### src/rtl/ibf_pkg.sv
// ibf_pkg: widths, clamp limits and the saturate-or-wrap reduction; IBF_SAT_EN selects clamping.
package ibf_pkg;
  localparam int IL = 17;
  localparam int OL = IL - 1;
  localparam int CW = 8;
  localparam logic [OL-1:0] MAX_OL = {1'b0, {(OL-1){1'b1}}};
  localparam logic [OL-1:0] MIN_OL = {1'b1, {(OL-1){1'b0}}};
`ifdef IBF_SAT_EN
  localparam bit SAT_EN = 1'b1;
`else
  localparam bit SAT_EN = 1'b0;
`endif
  function automatic logic [OL-1:0] sat_or_wrap(input logic [IL-1:0] r);
    logic fits;
    fits = (r[IL-1:OL-1] == '0) || (r[IL-1:OL-1] == '1);
    return (fits || !SAT_EN) ? r[OL-1:0] : (r[IL-1] ? MIN_OL : MAX_OL);
  endfunction
endpackage

### src/rtl/ibf_pipe_if.sv
// ibf_pipe_if: stream, output and error-reporting signals of the inverse butterfly.
interface ibf_pipe_if;
  import ibf_pkg::*;
  logic [IL-1:0] iDATA_add;
  logic [IL-1:0] iDATA_sub;
  logic iVALID;
  logic iREADY;
  logic [OL-1:0] oDATA1;
  logic [OL-1:0] oDATA2;
  logic oVALID;
  logic oREADY;
  logic oPAR_ERR;
  logic oRNG_ERR;
  logic [CW-1:0] oERR_CNT;
  logic iCLR_ERR;
  modport master (
    output iDATA_add, iDATA_sub, iVALID, oREADY, iCLR_ERR,
    input  iREADY, oDATA1, oDATA2, oVALID, oPAR_ERR, oRNG_ERR, oERR_CNT
  );
  modport slave (
    input  iDATA_add, iDATA_sub, iVALID, oREADY, iCLR_ERR,
    output iREADY, oDATA1, oDATA2, oVALID, oPAR_ERR, oRNG_ERR, oERR_CNT
  );
endinterface

### src/rtl/ibf_reduce.sv
// ibf_reduce: halve an exact sum/difference, flag out-of-range results and reduce to OL bits.
module ibf_reduce
  import ibf_pkg::*;
(
  input  logic [IL:0]   v,
  output logic [OL-1:0] q,
  output logic          rng,
  output logic          odd
);
  logic [IL-1:0] r;
  // dropping the lsb of the two's complement value is an arithmetic floor shift
  assign r   = v[IL:1];
  assign rng = (r[IL-1:OL-1] != '0) && (r[IL-1:OL-1] != '1);
  assign q   = sat_or_wrap(r);
  assign odd = v[0];
endmodule

### src/rtl/ibf_pipe.sv
// ibf_pipe: two-stage inverse radix-2 butterfly with parity/range checks; IBF_SAT_EN clamps instead of wrapping.
module ibf_pipe
  import ibf_pkg::*;
(
  input logic      iCLK,
  input logic      iRST,
  ibf_pipe_if.slave bus
);
  logic          s1_valid;
  logic [IL:0]   s1_sum;
  logic [IL:0]   s1_dif;
  logic          s2_par;
  logic          s2_rng;
  logic [OL-1:0] q1;
  logic [OL-1:0] q2;
  logic          rng1;
  logic          rng2;
  logic          odd1;
  logic          odd2;
  logic          s1_adv;
  logic          s2_adv;
  logic          xfer;
  assign s2_adv     = !bus.oVALID || bus.oREADY;
  assign s1_adv     = !s1_valid || s2_adv;
  assign bus.iREADY = s1_adv;
  assign xfer       = bus.oVALID && bus.oREADY;
  ibf_reduce u_red1 (.v(s1_sum), .q(q1), .rng(rng1), .odd(odd1));
  ibf_reduce u_red2 (.v(s1_dif), .q(q2), .rng(rng2), .odd(odd2));
  always_ff @(posedge iCLK or posedge iRST) begin
    if (iRST) begin
      s1_valid <= 1'b0;
      s1_sum   <= '0;
      s1_dif   <= '0;
    end else if (s1_adv) begin
      s1_valid <= bus.iVALID;
      if (bus.iVALID) begin
        s1_sum <= {bus.iDATA_add[IL-1], bus.iDATA_add} + {bus.iDATA_sub[IL-1], bus.iDATA_sub};
        s1_dif <= {bus.iDATA_add[IL-1], bus.iDATA_add} - {bus.iDATA_sub[IL-1], bus.iDATA_sub};
      end
    end
  end
  // sum and difference always share their lsb, which is the parity s[0]^d[0]
  always_ff @(posedge iCLK or posedge iRST) begin
    if (iRST) begin
      bus.oVALID <= 1'b0;
      bus.oDATA1 <= '0;
      bus.oDATA2 <= '0;
      s2_par     <= 1'b0;
      s2_rng     <= 1'b0;
    end else if (s2_adv) begin
      bus.oVALID <= s1_valid;
      if (s1_valid) begin
        bus.oDATA1 <= q1;
        bus.oDATA2 <= q2;
        s2_par     <= odd1 | odd2;
        s2_rng     <= rng1 | rng2;
      end
    end
  end
  always_ff @(posedge iCLK or posedge iRST) begin
    if (iRST) begin
      bus.oPAR_ERR <= 1'b0;
      bus.oRNG_ERR <= 1'b0;
      bus.oERR_CNT <= '0;
    end else begin
      bus.oPAR_ERR <= xfer && s2_par;
      bus.oRNG_ERR <= xfer && s2_rng;
      if (bus.iCLR_ERR)
        bus.oERR_CNT <= '0;
      else if (xfer && (s2_par || s2_rng) && bus.oERR_CNT != '1)
        bus.oERR_CNT <= bus.oERR_CNT + 1'b1;
    end
  end
endmodule

### src/flat_wrapper.sv
// flat-port wrapper written by rule: the top's interface ports become plain ports
module ibf_pipe_flat import ibf_pkg::*;
  (iCLK, iRST, bus_iDATA_add, bus_iDATA_sub, bus_iVALID, bus_oREADY, bus_iCLR_ERR, bus_iREADY, bus_oDATA1, bus_oDATA2, bus_oVALID, bus_oPAR_ERR, bus_oRNG_ERR, bus_oERR_CNT);
  ibf_pipe_if bus_i ();
  input logic iCLK;
  input logic iRST;
  input wire logic [$bits(bus_i.iDATA_add)-1:0] bus_iDATA_add;
  input wire logic [$bits(bus_i.iDATA_sub)-1:0] bus_iDATA_sub;
  input wire logic [$bits(bus_i.iVALID)-1:0] bus_iVALID;
  input wire logic [$bits(bus_i.oREADY)-1:0] bus_oREADY;
  input wire logic [$bits(bus_i.iCLR_ERR)-1:0] bus_iCLR_ERR;
  output wire logic [$bits(bus_i.iREADY)-1:0] bus_iREADY;
  output wire logic [$bits(bus_i.oDATA1)-1:0] bus_oDATA1;
  output wire logic [$bits(bus_i.oDATA2)-1:0] bus_oDATA2;
  output wire logic [$bits(bus_i.oVALID)-1:0] bus_oVALID;
  output wire logic [$bits(bus_i.oPAR_ERR)-1:0] bus_oPAR_ERR;
  output wire logic [$bits(bus_i.oRNG_ERR)-1:0] bus_oRNG_ERR;
  output wire logic [$bits(bus_i.oERR_CNT)-1:0] bus_oERR_CNT;
  assign bus_i.iDATA_add = bus_iDATA_add;
  assign bus_i.iDATA_sub = bus_iDATA_sub;
  assign bus_i.iVALID = bus_iVALID;
  assign bus_i.oREADY = bus_oREADY;
  assign bus_i.iCLR_ERR = bus_iCLR_ERR;
  assign bus_iREADY = bus_i.iREADY;
  assign bus_oDATA1 = bus_i.oDATA1;
  assign bus_oDATA2 = bus_i.oDATA2;
  assign bus_oVALID = bus_i.oVALID;
  assign bus_oPAR_ERR = bus_i.oPAR_ERR;
  assign bus_oRNG_ERR = bus_i.oRNG_ERR;
  assign bus_oERR_CNT = bus_i.oERR_CNT;
  ibf_pipe u_core (.iCLK(iCLK), .iRST(iRST), .bus(bus_i));
endmodule
### config.mk
export PLATFORM = sky130hd
export DESIGN_NAME = ibf_pipe_flat
export DESIGN_NICKNAME = d
export VERILOG_FILES = /design/src/rtl/ibf_pkg.sv /design/src/rtl/ibf_pipe_if.sv /design/src/rtl/ibf_reduce.sv /design/src/rtl/ibf_pipe.sv /design/src/flat_wrapper.sv
export SDC_FILE = /design/constraint.sdc
export NUM_CORES = 1
export LEC_CHECK = 0
export ABC_AREA = 0
export CORE_MARGIN = 10
export CORE_UTILIZATION = 58
export DETAILED_ROUTE_END_ITERATION = 10
export GPL_TIMING_DRIVEN = 0
export PLACE_DENSITY_LB_ADDON = 0.15
export SLEW_MARGIN = 20
export SYNTH_ARGS = -nofsm -noshare
export SYNTH_HDL_FRONTEND = slang
export SYNTH_SLANG_ARGS = --single-unit
### constraint.sdc
create_clock -name iCLK -period 5.4 [get_ports iCLK]
set_clock_uncertainty 0.2 [all_clocks]
set_input_delay 0.81 -clock iCLK [delete_from_list [all_inputs] [get_ports iCLK]]
set_output_delay 0.81 -clock iCLK [all_outputs]
set_load 0.005 [all_outputs]
==> results of run 1 <==
[cell usage after synthesis (all sizes together), types with 6 or more instances]
library cell	n	share of area, %
a21oi	22	2.3
and3	8	1.0
buf	9	1.2
clkbuf	16	1.2
dfrtp	81	42
ha	35	9.0
inv	34	2.6
mux2	35	8.1
nand2	48	3.7
nand2b	11	1.4
nand3	6	0.62
nor2	26	2.0
nor2b	6	0.93
o21ai	38	3.9
o31ai	8	1.2
or3	7	0.90
xnor2	18	3.2
xor2	10	1.8
[cells by family (layout without fill, tap and decap cells)]
| logic type | count (synthesis) | in the layout | synth area share (%) |
|---|---|---|---|
| compound gates | 115 | 115 | 15.6 |
| xor+xnor | 28 | 28 | 5.05 |
| fa+ha+maj | 37 | 37 | 9.85 |
| buf+inv | 59 | 157 | 5.03 |
| flops | 81 | 81 | 41.8 |
| mux | 38 | 38 | 8.74 |
| simple gates | 135 | 135 | 13.9 |
[layer usage]
metal / part of all wire, % / vias to the layer above / routed length, um
li1: - / 1924 / -
met1: 44 / 1978 / 5370
met2: 49 / 125 / 6030
met3: 5.2 / 20 / 641
met4: 1.6 / 2 / 201
met5: 0.057 / - / 7
[state kept, by name, summed over array words and instances (netlist names)]
signal               count
u_core.s1_dif           18
u_core.bus.oDATA1       16
u_core.s2_rng            1
u_core.bus.oERR_CNT      8
u_core.bus.oRNG_ERR      1
u_core.s2_par            1
u_core.bus.oPAR_ERR      1
u_core.bus.oDATA2       16
u_core.s1_valid          1
u_core.s1_sum           17
u_core.bus.oVALID        1
[where the power goes]
part           switching [uW]  internal (uW)  total (uW)
clock                     223            260         483
sequential               90.8            756         847
combinational             285            359         644
[critical path, delay by kind of cell]
family | cells | cell delay, ns
xor gates and xnor gates | 1 | 0.19
AOI/OAI and AO/OA | 4 | 1.12
buffers and inverters | 1 | 0.48
adders and majority gates | 2 | 0.66
and+or+nand+nor | 1 | 0.18
[layout make-up]
class                      count  share of cell area (%)
clock buffer                   9                    2.05
tap                          105                    2.17
buffer                        25                    1.93
multi-input combinational    353                    42.7
timing repair buffer          82                    13.9
sequential                    81                    33.5
clock inverter                 7                    1.57
inverter                      34                    2.15
[metrics by stage]
stage,power (uW),util (%),std cells
floorplan,1170,-,493
global route,2080,73.9,696
finish,1970,73.9,696
detailed placement,1500,71.2,680
CTS,1980,73.9,696
global placement,1470,70.9,679
[placed cells by master, fill, tap and decap left out, types with 3 or more instances in the layout]
| cell | n |
|---|---|
| buf_2 | 6 |
| xnor2_1 | 18 |
| a211oi_1 | 4 |
| inv_1 | 33 |
| o21ai_0 | 38 |
| clkdlybuf4s50_1 | 81 |
| nor4_1 | 5 |
| nor2_1 | 26 |
| nor3_1 | 4 |
| nand2_1 | 48 |
| o21a_1 | 3 |
| dfrtp_1 | 81 |
| nand4_1 | 5 |
| mux2i_1 | 3 |
| and3_1 | 8 |
| xor2_1 | 10 |
| nand3_1 | 6 |
| mux2_2 | 35 |
| o21bai_1 | 3 |
| o311ai_0 | 3 |
| a21o_1 | 5 |
| or3_1 | 7 |
| a31oi_1 | 4 |
| ha_1 | 35 |
| a21oi_1 | 22 |
| o31ai_1 | 8 |
| clkbuf_1 | 16 |
| nand2b_1 | 11 |
| clkbuf_8 | 9 |
| nor2b_1 | 5 |
[path summary, 6_finish.rpt]
kind	startpoint	end	slack, ns	cells after the start
min in group asynchronous	iRST	u_core.bus.oDATA1[1]	0.60	2
worst max register to register	u_core.bus.oVALID	u_core.s1_dif[7]	3.01	7
worst min register to register	u_core.s1_dif[5]	u_core.s1_dif[5]	0.29	2
worst max-delay path	bus_iDATA_sub[0]	u_core.s1_sum[12]	1.97	9
worst min-delay path	u_core.s1_dif[5]	u_core.s1_dif[5]	0.29	2
max in group asynchronous	iRST	u_core.s1_sum[12]	3.82	3
==> summary.md, run 1 <==
| Metric | Value |
|---|---|
| Initial DRT Pass Iterations | 4 |
| Mean Syn Cell Area | a little under 10 um2 |
| Die Area | 12400 um2 |
| Fin crit share | 63.6% |
| Slew @ Worst Pin | about 0.64 ns |
| FILL cells | ~630 |
| Setup Buffers After CTS | 0 |
| Total grt overflow | 0 |
| Register area share after synthesis | 41.8% |
| Pins Over Slew Limit | 0 |
| GRT Max-Usage Layer | met2 |
| Required @ worst endpoint | 5.40 ns |
| Inserted Diodes | 0 |
| Antenna Violating Nets Remaining | 0 |
| CP max-delay cell | clkdlybuf4s50_1 |
| Crit end category | register |
| Largest stage delay, worst path | 0.48 ns |
| Layout cells sized above 1 | 11.7% |
| Worst setup path category | in -> reg |
| Leakage power | 0.00271 uW |
| Fraction of registers with async set/reset | 100% |
| DRC | 0 |
| Core Area | just over 8000 um2 |
| Clk sinks | 81 |
| GR Util All Layers | ~19% |
| Yosys warning count | 0 |
| Die Y | 111 um |
| Initial detailed-routing violation count | 180 |
| Total detailed-routing wirelength | between 10000 and 15000 um |
| Post-route setup slack | 1.97 ns |
| Post-place setup slack | 1.69 ns |
| RSZ-0062 raised after global routing | no |
| Largest net degree at the start of global routing | 55 |
| Final Critical Period | approximately 3.4 ns |
| Nets | 662 |
| Final instance area | 6040 um2 |
| I/O pins | 83 |
| CP Launch Type | input pin |
| EDFF count, synth | 0 |
| Post-Syn Area | 4850 um2 |
| Clock tree buffer depth | 2 |
| WP data arrival | 3.43 ns |
| Global Route met3 Usage | 3.44% |
| Initial antenna violation count | 1 |
| Fmax | 0.291 GHz |
| HP Class | reg -> reg |
| Setup violators final | 0 |
| Root Buffer | clkbuf_8 |
| Max-cap viol count | 0 |
| Hold Buf Count CTS | 0 |
| Via count | 4049 |
| Die X-Extent | 111 um |
| Worst skew pair latency | 0.35 ns |
| H-tree depth | 3 |
| TritonCTS clock tree | built |
| Total negative setup slack | 0 ns |
| Area occupied by multi-input gates | 2580 um2 |
| Initial Utilization | 59.4% |
| Detailed placement HPWL | approximately 9500 um |
| Critical path fanouts, max | 3 |
| Met1 Use GR | 23.5% |
| Wire length per cell | 17.6 um |
| CTS buffer count | 9 |
| Critical Path Most Common Cell | o21ai_0 |
| Vias in the first global route | 4142 |
| Via/cell ratio | 5.82 |
| Gate Count Post-Synth | 493 |
| GR Layer Usage met2 | 33.7% |
| Power Density | 327 nW/um2 |
| Site Rows | 33 |
| Relative slew slack | 57.6% |
| Final hold viol count | 0 |
| Worst VDD drop | between 150 and 200 uV |
| Gpl congestion | 0.852 |
| Clock-pin slew on the worst setup and hold paths | ~0.070 ns |
| First-pass GRT wire length | around 20000 um |
| Yosys cell types | 57 |
| Most used DFF post-synth | dfrtp_1 |
| FF+latch count, synth | 81 |
| Area grow syn2layout | 24.5% |
| Outcome | finished clean |
| Sequential Area | between 2000 and 2500 um2 |
| Post-synthesis net count | approximately 570 |
| Cell area after placement | 5820 um2 |
| Worst hold slack | 0.286 ns |
| I/O Buffers | between 80 and 90 |
| Cell Chain, Critical Path | clkdlybuf4s50_1 -> ha_1 -> fa_1 -> nor2b_1 -> o21ai_0 -> o21ai_0 -> a21oi_1 -> xnor2_1 -> o21ai_0 |
| # resized after CTS | 0 |
No activity file was read; power rests on OpenSTA's default activity.
==> inputs of run 2 (changes only) <==
CORE_UTILIZATION = 54   (was 58)
clock period = 3.6 ns   (was 5.4 ns; I/O delays follow)
==> run 2 against run 1 <==
Effect of this change: via count is 2.0% lower; clock power is 55% higher; clock-buffer cell count stayed put; wire length hardly changed; power is 51% higher; first-iteration DRC count is 40% higher; largest cell class unchanged; flip-flop and latch count stayed put; largest power group unchanged; sequential share of layout area is 0.062 points lower; cell area is 0.19% higher; highest routed layer is now met4; core utilization is 4.5 points lower.
==> summary.md, run 2 (synthesized netlist as in run 1, its figures left out) <==
| Metric | Value |
|---|---|
| Required @ worst endpoint | around 3.6 ns |
| Worst skew pair latency | 0.35 ns |
| Detailed placement HPWL | 9690 um |
| RR Startpoint | u_core.bus.oERR_CNT[0] |
| Inserted Diodes | 0 |
| I/O pins | between 80 and 90 |
| CP Depth | 9 |
| Initial detailed-routing violation count | 252 |
| Non-Filler Instances | 699 |
| WP data arrival | 3.12 ns |
| Placed cells | 683 |
| Layout cells sized above 1 | a little under an eighth |
| H-tree depth | 3 |
| R2R depth | 6 |
| Clock-pin slew on the worst setup and hold paths | 0.08 ns |
| Max-cap viol count | 0 |
| Relative slew slack | 55.6% |
| CTS buffer count | 9 |
| Worst setup path category | in -> reg |
| Buf/Inv on CP | 1 |
| Gpl congestion | 0.856 |
| Critical path fanouts, max | 3 |
| Net Sw Frac | 30.5% |
| Largest net degree at the start of global routing | 54 |
| Internal power | about 2100 uW |
| Die Y | 115 um |
| Setup violators final | 0 |
| Pins Over Slew Limit | 0 |
| Wire length per cell | 17.5 um |
| DRC | 0 |
| CP max-delay cell | clkdlybuf4s50_1 |
| Total grt overflow | 0 |
| Via count | approximately 4000 |
| Fin crit share | approximately 86% |
| Area grow syn2layout | 24.8% |
| First-pass GRT wire length | 20200 um |
| RSZ-0062 raised after global routing | no |
| Leakage power | roughly 0.0027 uW |
| Die X-Extent | ~110 um |
| Total detailed-routing wirelength | 12200 um |
| HP Class | reg -> reg |
| Worst VDD drop | 191 uV |
| TritonCTS clock tree | built |
| Initial DRT Pass Iterations | 5 |
| Cells on Worst Hold Path | 2 |
| Critical Path Most Common Cell | o21ai_0 |
| Fmax | roughly 0.32 GHz |
| # resized after CTS | 0 |
| Site Rows | 34 |
| Combinational power share | between 30% and 40% |
| Most frequent cells in the layout | 81 x clkdlybuf4s50_1, 81 x dfrtp_1, 48 x nand2_1 |
| Sw Pwr | 910 uW |
| Power, Total | 2980 uW |
| Setup Buffers After CTS | 0 |
| Antenna Violating Nets Remaining | 0 |
| Final Critical Period | 3.10 ns |
| Number of flip-flops in the largest register | 18 |
| Initial Utilization | 55.6% |
| Power Density | 493 nW/um2 |
| Fin util | 69.4% |
| Core Area | 8720 um2 |
| Hold Buf Count CTS | 0 |
| Hold Path Origin | u_core.s1_dif[6] |
| Clock tree buffer depth | 2 |
| Flop pwr share | 42.5% |
| Critical path startpoint | bus_iDATA_sub[0] |
| I/O Buffers | 81 |
| Slew @ Worst Pin | 0.667 ns |
| CP Launch Type | input pin |
| Die Area | 13200 um2 |
| Initial antenna violation count | 0 |
| Post-place setup slack | 0.194 ns |
| Nets | 662 |
| Worst hold slack | 0.281 ns |
| Top reg by flops | u_core.s1_dif |
| Via/cell ratio | approximately 5.7 |
| Crit end category | register |
| Root Buffer | clkbuf_8 |
| Largest stage delay, worst path | ~0.46 ns |
| Clock power share | between 20% and 30% |
| Crit-path leading delay family | compound AO/OA/AOI/OAI gates |
| Post-route setup slack | ~0.50 ns |
| Biggest regs | u_core.s1_dif x18, u_core.s1_sum x17 |
| Final hold viol count | 0 |
| Vias in the first global route | 4014 |
| GR Util All Layers | roughly a fifth |
| Outcome | finished clean |
| Cell Chain, Critical Path | clkdlybuf4s50_1 -> ha_1 -> fa_1 -> nor2b_1 -> o21ai_0 -> o21ai_0 -> a21oi_1 -> xnor2_1 -> o21ai_0 |
| Clk sinks | 81 |
==> run 2: tightest hold or removal path, stage by stage, from the launching register on <==
cell and delay (ns):
dfrtp_1 0.35, nand2_1 0.04, o21ai_0 0.06
==> run 2: path summary, 6_finish.rpt <==
path	slack, ns	end
worst max-delay path	0.50	u_core.s1_sum[12]
worst min-delay path	0.28	u_core.s1_dif[6]
worst max register to register	1.29	u_core.bus.oERR_CNT[7]
worst min register to register	0.28	u_core.s1_dif[6]
max in group asynchronous	2.30	u_core.s1_dif[12]
min in group asynchronous	0.32	u_core.bus.oDATA1[6]
==> run 2: final cells by class <==
class,instances,area (um2)
fillers,707,2670
multi-input cells,353,2580
flip-flops and latches,81,2030
repair buffers,82,838
well taps,108,135
inverters,34,130
clock buffers,9,124
plain buffers,25,116
clock inverters,7,103
==> run 2: power by group through the flow <==
stage	logic, uW	registers (uW)	clock network [uW]
2_1_floorplan	496	1260	0
5_1_grt	1060	1290	793
3_3_place_gp	936	1270	0
6_report	966	1270	749
3_5_place_dp	968	1290	0
4_1_cts	975	1270	758
==> run 2: routing by layer <==
layer	track usage [%]	wire, um
met1	23.6	5440
met2	32.1	5980
met3	3.23	648
met4	5.94	172
met5	0	0
==> run 2: stage by stage <==
| step | instance area, um2 | setup TNS [ns] |
|---|---|---|
| floorplan | 4850 | 0 |
| global placement | 5800 | -34.54 |
| detailed placement | 5830 | 0 |
| CTS | 6050 | 0 |
| global route | 6050 | 0 |
| finish | 6050 | 0 |
==> inputs of run 3 (changes only) <==
CORE_MARGIN = 3   (was 10)
==> run 3 against run 2 <==
Effect of this change: cell area fell by 0.60%; fmax grew 0.25%; setup slack better by 0.0077 ns; die area shrank 23%; power fell by 3.7%; via count up 0.98%; critical path depth is 1 higher; first-iteration DRC count is 11% lower; register-to-register slack about the same; clock power down 13%; cell count is 0.57% lower; hold slack got worse by 0.0029 ns; largest power group unchanged.
==> summary.md, run 3 (synthesized netlist as in run 1, its figures left out) <==
| Metric | Value |
|---|---|
| Outcome | finished clean |
| Worst hold slack | between 0.2 and 0.3 ns |
| Final hold viol count | 0 |
| Hold Path Origin | u_core.s1_dif[4] |
| WHS Endpoint | u_core.s1_dif[4] |
| Detailed placement HPWL | between 8000 and 9000 um |
| Die Area | 10200 um2 |
| Reg-to-Reg End | u_core.s1_dif[7] |
| Die Y | 101 um |
| Total grt overflow | 0 |
| Cells on Worst Hold Path | 2 |
| CP Launch Type | input pin |
| Die X-Extent | 101 um |
| I/O Buffers | 81 |
| Root Buffer | clkbuf_8 |
| FILL cells | slightly below 700 |
| Antenna Violating Nets Remaining | 0 |
| TritonCTS clock tree | built |
| Initial detailed-routing violation count | between 200 and 250 |
| Core Area | between 8000 and 9000 um2 |
| Initial Utilization | 57.3% |
| Via count | 4009 |
| GR Util All Layers | 23.5% |
| Area grow syn2layout | 24.0% |
| Setup Buffers After CTS | 0 |
| Relative slew slack | between 60% and 70% |
| # resized after CTS | 0 |
| CTS buffer count | 9 |
| Total detailed-routing wirelength | 11300 um |
| Biggest regs | u_core.s1_dif x18, u_core.s1_sum x17 |
| Largest net degree at the start of global routing | 50 |
| Wire length per cell | 16.2 um |
| Vias in the first global route | 3827 |
| Fin crit share | about 86% |
| Leakage power | 0.00270 uW |
| Area occupied by multi-input gates | 2580 um2 |
| Worst VDD drop | 228 uV |
| Clock-pin slew on the worst setup and hold paths | 0.08 ns |
| HP Class | reg -> reg |
| Via/cell ratio | 5.77 |
| R2R depth | 7 |
| Setup violators final | 0 |
| Number of flip-flops in the largest register | 18 |
| Layout cells sized above 1 | between 10% and 20% |
| Final Critical Period | 3.10 ns |
| Worst setup path category | in -> reg |
| Initial antenna violation count | 0 |
| RR Startpoint | u_core.bus.oVALID |
| Inserted Diodes | 0 |
| Clock tree buffer depth | 2 |
| DRC | 0 |
| I/O pins | slightly above 80 |
| RSZ-0062 raised after global routing | no |
| Critical path fanouts, max | 3 |
| H-tree depth | 3 |
| First-pass GRT wire length | 18800 um |
| Top reg by flops | u_core.s1_dif |
| Slew @ Worst Pin | about 0.57 ns |
| Sequential Area | just over 2000 um2 |
| Fin util | 71.1% |
| Initial DRT Pass Iterations | 5 |
| Power Density | 477 nW/um2 |
| Flop-to-flop setup slack | 1.30 ns |
| Crit end category | register |
| Max-cap viol count | 0 |
| Worst skew pair latency | 0.35 ns |
| Post-route setup slack | slightly above 0.5 ns |
| Post-place setup slack | 0.200 ns |
| Gpl congestion | ~0.85 |
| Most frequent cells in the layout | 81 x clkdlybuf4s50_1, 81 x dfrtp_1, 48 x nand2_1 |
| Required @ worst endpoint | 3.61 ns |
| Fmax | 0.323 GHz |
| Pins Over Slew Limit | 0 |
| WP data arrival | between 3 and 4 ns |
| Hold Buf Count CTS | 0 |
| Site Rows | 33 |
| Nets | roughly 660 |
| Clk sinks | 81 |
==> run 3: cell count changes in the layout (fill, tap and decap cells not counted) <==
cell        change
clkbuf_8        +1
clkinv_4        -1
inv_8           -1
inv_6           -1
bufinv_16       -1
clkinv_2        +1
clkinvlp_4      +1
==> run 3: how the worst max path moves through the flow <==
| stage | cells after the start | to | start | slack (ns) |
|---|---|---|---|---|
| after floorplan | 1 | u_core.bus.oDATA1[0] | iRST | 0.78 |
| after global placement | 2 | u_core.s1_sum[15] | iRST | -0.38 |
| after detailed placement | 9 | u_core.s1_dif[12] | bus_iDATA_sub[1] | 0.20 |
| after CTS | 9 | u_core.s1_dif[12] | bus_iDATA_sub[1] | 0.56 |
| after global routing | 9 | u_core.s1_dif[12] | bus_iDATA_sub[1] | 0.34 |
| final | 10 | u_core.s1_dif[12] | bus_iDATA_sub[0] | 0.50 |
==> run 3: per-layer routing <==
metal,global-route usage [%],wire [um],up-vias
li1,-,-,1921
met1,32.9,5170,1956
met2,37.6,5350,117
met3,4.01,587,15
met4,6.63,177,0
met5,0,0,-
==> run 3: final cells by class <==
type | count | share of cell area, %
Inverter | 34 | 2.16
Multi-Input combinational cell | 353 | 42.9
Tap cell | 105 | 2.18
Timing Repair Buffer | 82 | 13.9
Clock inverter | 5 | 0.936
Clock buffer | 10 | 2.29
Sequential cell | 81 | 33.7
Buffer | 25 | 1.93
==> run 3: critical path, cell delays in order <==
cell	delay, ns
clkdlybuf4s50_1	0.50
ha_1	0.18
inv_1	0.06
fa_1	0.42
a211oi_1	0.41
o21a_1	0.25
o31ai_1	0.14
a31oi_1	0.33
xor2_1	0.19
o21ai_0	0.10
==> run 3: power breakdown <==
group          switching (uW)  internal [uW]  total (uW)
Clock                     320            334         654
Combinational             410            538         948
Sequential                134           1130        1270
Total                     864           2010        2870
==> run 3: per-stage QoR <==
stage	setup TNS, ns	area, um2	power (uW)	cells
floorplan	0	4850	1760	493
global placement	-30.54	5790	2200	679
detailed placement	0	5820	2240	680
CTS	0	6020	2890	695
global route	0	6020	3050	695
finish	0	6020	2870	695
